--- src/rtl/intersection_scheduler.sv ---
// Two-approach intersection scheduler: sequences NS/EW lights through
// green -> yellow -> all-red, with min/max green and latched requests.
// NS is the default approach and holds green while nobody else asks.
module intersection_scheduler #(
  parameter int GREEN_MIN    = 4,
  parameter int GREEN_MAX    = 10,
  parameter int YELLOW_TIME  = 2,
  parameter int ALL_RED_TIME = 1,
  parameter int CNT_W        = 8
) (
  input  logic       clk,
  input  logic       rst_n,
  input  logic       car_ns,
  input  logic       car_ew,
  output logic [1:0] light_ns,
  output logic [1:0] light_ew,
  output logic       allow_ns,
  output logic       allow_ew,
  output logic       pend_ns,
  output logic       pend_ew,
  output logic [2:0] phase
);

  typedef enum logic [2:0] {
    AR_TO_NS  = 3'd0,
    NS_GREEN  = 3'd1,
    NS_YELLOW = 3'd2,
    AR_TO_EW  = 3'd3,
    EW_GREEN  = 3'd4,
    EW_YELLOW = 3'd5
  } state_t;

  localparam logic [1:0] LT_RED = 2'd0;
  localparam logic [1:0] LT_YEL = 2'd1;
  localparam logic [1:0] LT_GRN = 2'd3;

  // Terminal counts; the phase counter starts at 0 on entry, so a phase of
  // N cycles ends when cnt reaches N-1.
  localparam logic [CNT_W-1:0] GMIN_M1 = CNT_W'(GREEN_MIN - 1);
  localparam logic [CNT_W-1:0] GMAX_M1 = CNT_W'(GREEN_MAX - 1);
  localparam logic [CNT_W-1:0] YEL_M1  = CNT_W'(YELLOW_TIME - 1);
  localparam logic [CNT_W-1:0] AR_M1   = CNT_W'(ALL_RED_TIME - 1);

  state_t           state, state_n;
  logic [CNT_W-1:0] cnt, cnt_n;
  logic             pend_ns_n, pend_ew_n;
  logic             req_ns, req_ew;
  logic             ns_exit, ew_exit;
  logic             is_green;

  // Opposing demand includes the live input so a fresh arrival counts
  // on the same edge it is first seen.
  assign req_ns = pend_ns | car_ns;
  assign req_ew = pend_ew | car_ew;

  // Green may yield once minimum green is served and the own side has
  // either gone quiet or used up its maximum.
  assign ns_exit = req_ew && (cnt >= GMIN_M1) && (!car_ns || (cnt == GMAX_M1));
  assign ew_exit = req_ns && (cnt >= GMIN_M1) && (!car_ew || (cnt == GMAX_M1));

  assign is_green = (state == NS_GREEN) || (state == EW_GREEN);

  // Next-state, counter and pending-flag logic.
  always_comb begin
    state_n = state;
    case (state)
      AR_TO_NS:  if (cnt == AR_M1)  state_n = NS_GREEN;
      NS_GREEN:  if (ns_exit)       state_n = NS_YELLOW;
      NS_YELLOW: if (cnt == YEL_M1) state_n = AR_TO_EW;
      AR_TO_EW:  if (cnt == AR_M1)  state_n = EW_GREEN;
      EW_GREEN:  if (ew_exit)       state_n = EW_YELLOW;
      EW_YELLOW: if (cnt == YEL_M1) state_n = AR_TO_NS;
      default:                      state_n = AR_TO_NS;
    endcase

    // Greens saturate so the max-green compare stays valid while held;
    // the other phases always leave at their terminal count.
    if (state_n != state)
      cnt_n = '0;
    else if (is_green && (cnt == GMAX_M1))
      cnt_n = cnt;
    else
      cnt_n = cnt + 1'b1;

    // Entering the own green consumes the request, overriding a new set.
    if ((state_n == NS_GREEN) && (state != NS_GREEN))
      pend_ns_n = 1'b0;
    else
      pend_ns_n = pend_ns | (car_ns && (state != NS_GREEN));

    if ((state_n == EW_GREEN) && (state != EW_GREEN))
      pend_ew_n = 1'b0;
    else
      pend_ew_n = pend_ew | (car_ew && (state != EW_GREEN));
  end

  // State, counter and request registers with synchronous reset to all-red.
  always_ff @(posedge clk) begin
    if (!rst_n) begin
      state   <= AR_TO_NS;
      cnt     <= '0;
      pend_ns <= 1'b0;
      pend_ew <= 1'b0;
    end else begin
      state   <= state_n;
      cnt     <= cnt_n;
      pend_ns <= pend_ns_n;
      pend_ew <= pend_ew_n;
    end
  end

  // Moore light decode from the registered state; only one approach can
  // ever decode to non-red because each state names a single approach.
  always_comb begin
    light_ns = LT_RED;
    light_ew = LT_RED;
    case (state)
      NS_GREEN:  light_ns = LT_GRN;
      NS_YELLOW: light_ns = LT_YEL;
      EW_GREEN:  light_ew = LT_GRN;
      EW_YELLOW: light_ew = LT_YEL;
      default: ;
    endcase
  end

  assign allow_ns = (state == NS_GREEN);
  assign allow_ew = (state == EW_GREEN);
  assign phase    = state;

endmodule

--- config.mk ---
export PLATFORM = sky130hd
export DESIGN_NAME = intersection_scheduler
export DESIGN_NICKNAME = d
export VERILOG_FILES = /design/src/rtl/intersection_scheduler.sv
export SDC_FILE = /design/constraint.sdc
export NUM_CORES = 1
export LEC_CHECK = 0
export BUFFER_PORTS_ARGS = -buffer_cell sky130_fd_sc_hd__buf_4
export CAP_MARGIN = 20
export CORE_MARGIN = 1.5
export CORE_UTILIZATION = 57
export CTS_BUF_LIST = sky130_fd_sc_hd__clkbuf_8
export DETAILED_ROUTE_END_ITERATION = 16
export PLACE_DENSITY_LB_ADDON = 0.15
export SYNTH_ARGS = -nofsm -noshare
export SYNTH_HDL_FRONTEND = slang
export SYNTH_SLANG_ARGS = --single-unit
export TNS_END_PERCENT = 30
--- constraint.sdc ---
create_clock -name clk -period 1.98 [get_ports clk]
set_input_delay 0.495 -clock clk [delete_from_list [all_inputs] [get_ports clk]]
set_output_delay 0.495 -clock clk [all_outputs]
set_load 0.03 [all_outputs]
==> After elaboration in Yosys (flattened, before gate mapping) <==
Index checks and enable logic that the tools add are counted.
W data, S select, Z words.
{ "word_totals": {"input_bits": 4, "reg_bits": 13} }
{ "classes": {"eq_ne": 12, "n_bitwise": 5, "add_sub_neg": 1, "reduce_logical": 19, "muxes": 9, "order_cmp": 1} }
{ "ops": {"columns": ["operator", "n"], "rows": [
  ["$mux W3", 6],
  ["$pmux W3 S6", 1],
  ["$eq A3 B3 Y1 const B", 3],
  ["$logic_and A1 B1 Y1", 9],
  ["$add A8 B1 Y8 const B", 1],
  ["$eq A8 B1 Y1 const B", 1],
  ["$eq A8 B4 Y1 const B", 1],
  ["$ge A8 B2 Y1 const B", 1],
  ["$logic_not A8 Y1", 1],
  ["$pmux W2 S2", 2],
  ["$eq A3 B1 Y1 const B", 2],
  ["$eq A3 B2 Y1 const B", 2],
  ["$reduce_or A2 Y1", 3],
  ["$or A1 B1 Y1", 4],
  ["$logic_not A3 Y1", 1],
  ["$logic_or A1 B1 Y1", 3],
  ["$ne A3 B1 Y1 const B", 1],
  ["$ne A3 B3 Y1", 1],
  ["$ne A3 B3 Y1 const B", 1],
  ["$logic_not A1 Y1", 2],
  ["$not A1 Y1", 1]
]} }

==> Logic depth before layout (Yosys ltp) <==
{ "depth": {"ltp_word": 8, "ltp_mapped": 8} }

==> Worst setup path before layout <==
Ideal clock, no wire load.
{ "synth_timing": {"path_type": "register to output", "startpoint": "register state[0] (netlist: phase[0])", "endpoint": "output light_ns[1]", "stages_incl_launch_ff": 5, "required_time_ns": 1.485, "path_buffers": 2, "t_arrival_ns": 1.795, "path_slack_ns": -0.310, "path_cell_list": "dfxtp_1 clkbuf_1 nand2b_1 nor2_1 buf_4"} }
{ "synth_via": {"elab_chain_len": 2, "word_cells_on_any_way": 3, "classes_between": "eq/ne (2); mux (1)"} }
{ "synth_rtl": {"columns": ["item", "line", "rtl"], "rows": [
  ["start: declaration", "44", "state_t state, state_n;"],
  ["start signal: assignment", "105", "state <= state_n;"],
  ["$eq A3 B1 Y1", null, null],
  ["net allow_ns", "17", "output logic allow_ns,"],
  ["$pmux W2 S2", "117", "case (state)"],
  ["end: declaration", "15", "output logic [1:0] light_ns,"]
]} }
The timed path passes the listed nets, and every way through them passes these cells.

==> Final worst setup path <==
{ "layout_timing": {"startpoint": "register state[2] (netlist: phase[2])", "endpoint": "output allow_ns"} }
{ "layout_via": {"elab_chain_len": 1} }
{ "layout_rtl": {"columns": ["item", "line", "rtl"], "rows": [
  ["$eq A3 B1 Y1", "126", "assign allow_ns = (state == NS_GREEN);"],
  ["end: declaration", "17", null]
]} }
No other way between the ends.

==> metrics.txt <==
Antenna Cells 0; routed vias about 880; Pint between 0.0005 and 0.0006 W; crit-path cells buf_4, nand2b_1, nor2_4, buf_4; critical path depth in cells 4; Die X-Extent around 44 µm; CP Class reg -> out; Area Growth Syn to Fin 18.7%; initial antenna violation count 0; final worst-path cycle share 0.952; final setup vio count 0; Rel. slew slack 0.623; DIE AREA approximately 1900 µm²; share of post-route cells with drive strength above 1 0.266; Design Power 0.000888 W; combinational power share 0.366; initial core utilization 0.618; first-pass GRT wire length ~3.7 mm; Reg clk slew, reported paths approximately 0.060 ns; routed len/inst 15.3 µm; synthesized area per cell 8.34 µm²; Max stage delay on crit path between 0.3 and 0.4 ns; Slowest cell on crit path dfxtp_1; Sink Count 13; post-DP HPWL approximately 1.6 mm; gp weighted congestion slightly below 0.9; Worst VDD drop between 700 and 800 µV; Synthesized Nets 120; Core Util, Final 0.734; Antenna Nets Post-Route 0; Seq cells post-synth 13; crit-path max FO 9; critical path required time about 1.5 ns; Max-Cap Viols 0; status finished, final reports clean; H-Tree Depth 1; IO buf count 14; CTS tree yes; register share of total power 0.366; Worst Hold Depth 3; CP bufs+invs 2; maximum buffer depth of the clock tree 2; synthesized cell area about 940 µm²; CTS Buf Count 3; Crit. End Element primary output; max frequency around 0.53 GHz; Clock Tree Root clkbuf_8; min-delay worst type in -> reg; Worst-Skew Late Latency between 0.2 and 0.3 ns; final cell count without fillers around 140; Power Density roughly 790 nW/µm²; final WL around 2.2 mm; Die H between 40 and 50 µm; Hold Slack roughly 0.52 ns; ys flop type dfxtp_1; number of global-route vias before repair 849; largest net degree at the start of global routing 14; worst slew pin tran roughly 0.56 ns; vias per inst approximately 6.1; Placed Cells 140; final instance area between 1000 and 1500 µm²; cell count after synthesis 113; Max Slew Vio Count 0; number of synthesized flops with an enable pin 0; fill count about 120; std cell rows 14; Unique masters post-synth 40; Final #Nets 136; Placed Area approximately 1100 µm²; grt ovf 0; Startpoint Class flop; Tmin final between 1.5 and 2 ns; DRC 0; Total Routing Usage GR 0.267; clock power share 0.268; ys async rst share 0; sequential-to-total area share from yosys stat 0.276; Worst EP arrival 1.39 ns; Fin. Hold Viols 0; Register-to-Register Path Depth 5; Core ar. around 1500 µm²; skew final 0.00582 ns; Switching Fraction 0.381; leakage 0.458 nW; post-cts hold buffer count 0; I/O pin cnt 15; initial drt markers 32; family with the most delay on the worst path simple AND/OR/NAND/NOR gates; drt first pass iters 5; most frequent CP cell buf_4; Psw between 0.0003 and 0.0004 W; Synth warnings 0
stage by stage:
stage	worst slack (ns)	setup TNS, ns
2_1_floorplan	0.0612	0
3_3_place_gp	0.0465	0
3_5_place_dp	0.0601	0
4_1_cts	0.0329	0
5_1_grt	-0.000101	-0.000101
6_report	0.0944	0
logic make-up after synthesis:
kind of cell    count (synthesis)  share of synthesized area
flops                          13                      0.276
xor+xnor                        7                     0.0651
simple gates                   52                      0.336
compound gates                 21                      0.191
mux                             2                     0.0212
fa+ha+maj                       3                     0.0398
buf+inv                        15                     0.0704
tightest hold or removal path, cell delays in order:
cell	delay, ns
buf_4	0.12
o21ai_0	0.07
a31oi_1	0.04
worst paths after layout:
| kind | start | endpoint | slack [ns] |
|---|---|---|---|
| worst max register to register | cnt[6] | cnt[1] | 0.10 |
| worst min-delay path | rst_n | pend_ns | 0.52 |
| worst max-delay path | phase[2] | allow_ns | 0.09 |
| worst min register to register | pend_ew | pend_ew | 0.54 |
cells in the mapped netlist (all sizes together) (2+ instances only):
cell type  instances  area share
a21oi              5       0.031
nand2              6       0.024
a211oi             2       0.016
inv                8       0.032
nor2b              2       0.013
dfxtp             13        0.28
xor2               3       0.028
buf                6       0.035
nand3              5       0.027
xnor2              4       0.037
a31oi              4       0.033
nor2               9       0.036
nand2b             3       0.020
nor3              15       0.085
o21ai              3       0.016
nor4b              2       0.035
or3b               2       0.019
mux2i              2       0.021
nand3b             2       0.016
ha                 3       0.040
and3               2       0.013
area by class of cell:
| class | instances | area (µm²) | area share |
|---|---|---|---|
| multi-input cells | 85 | 627 | 0.560 |
| flip-flops and latches | 13 | 262 | 0.234 |
| repair buffers | 18 | 135 | 0.121 |
| clock buffers | 3 | 41.3 | 0.0369 |
| inverters | 8 | 30.0 | 0.0268 |
| well taps | 16 | 20.0 | 0.0179 |
| clock inverters | 1 | 3.75 | 0.00336 |
cell usage in the layout, fill, tap and decap left out, types with 2 or more instances in the layout:
master and n:
buf_4 18, nor3_1 14, dfxtp_1 12, inv_1 9
nor2_1 8, nand2_1 6, nand3_1 5, a21oi_1 4
xnor2_1 4, nand2b_1 3, xor2_1 3, a31oi_1 3
ha_1 3, clkbuf_8 3, nor2b_1 2, and3_1 2
nand3b_1 2, mux2i_1 2, a211oi_1 2
layer usage:
| layer | global-route usage | share of wire | vias to the layer above |
|---|---|---|---|
| li1 | - | - | 433 |
| met1 | 0.329 | 0.44 | 410 |
| met2 | 0.444 | 0.48 | 33 |
| met3 | 0.0667 | 0.063 | 5 |
| met4 | 0.103 | 0.012 | 0 |
| met5 | 0 | 0 | - |
power by group through the flow:
| stage | registers [W] | clock network (W) | logic, W |
|---|---|---|---|
| after detailed placement | 0.000330 | 0 | 0.000318 |
| after CTS | 0.000325 | 0.000241 | 0.000322 |
| final | 0.000325 | 0.000238 | 0.000325 |
| after floorplan | 0.000332 | 0 | 0.000228 |
| after global routing | 0.000329 | 0.000256 | 0.000352 |
| after global placement | 0.000329 | 0 | 0.000317 |
what timing repair did:
item,4_1_cts,5_1_grt
setup buffers,0,0
endpoints found under the setup margin,0,8
resized for setup,0,2
hold endpoints to repair,0,0
sequential cells by signal, indices dropped and copies added, names as in the netlist:
signal   count
pend_ns      1
phase        3
pend_ew      1
cnt          8
Power figures use the tool's default switching activity.
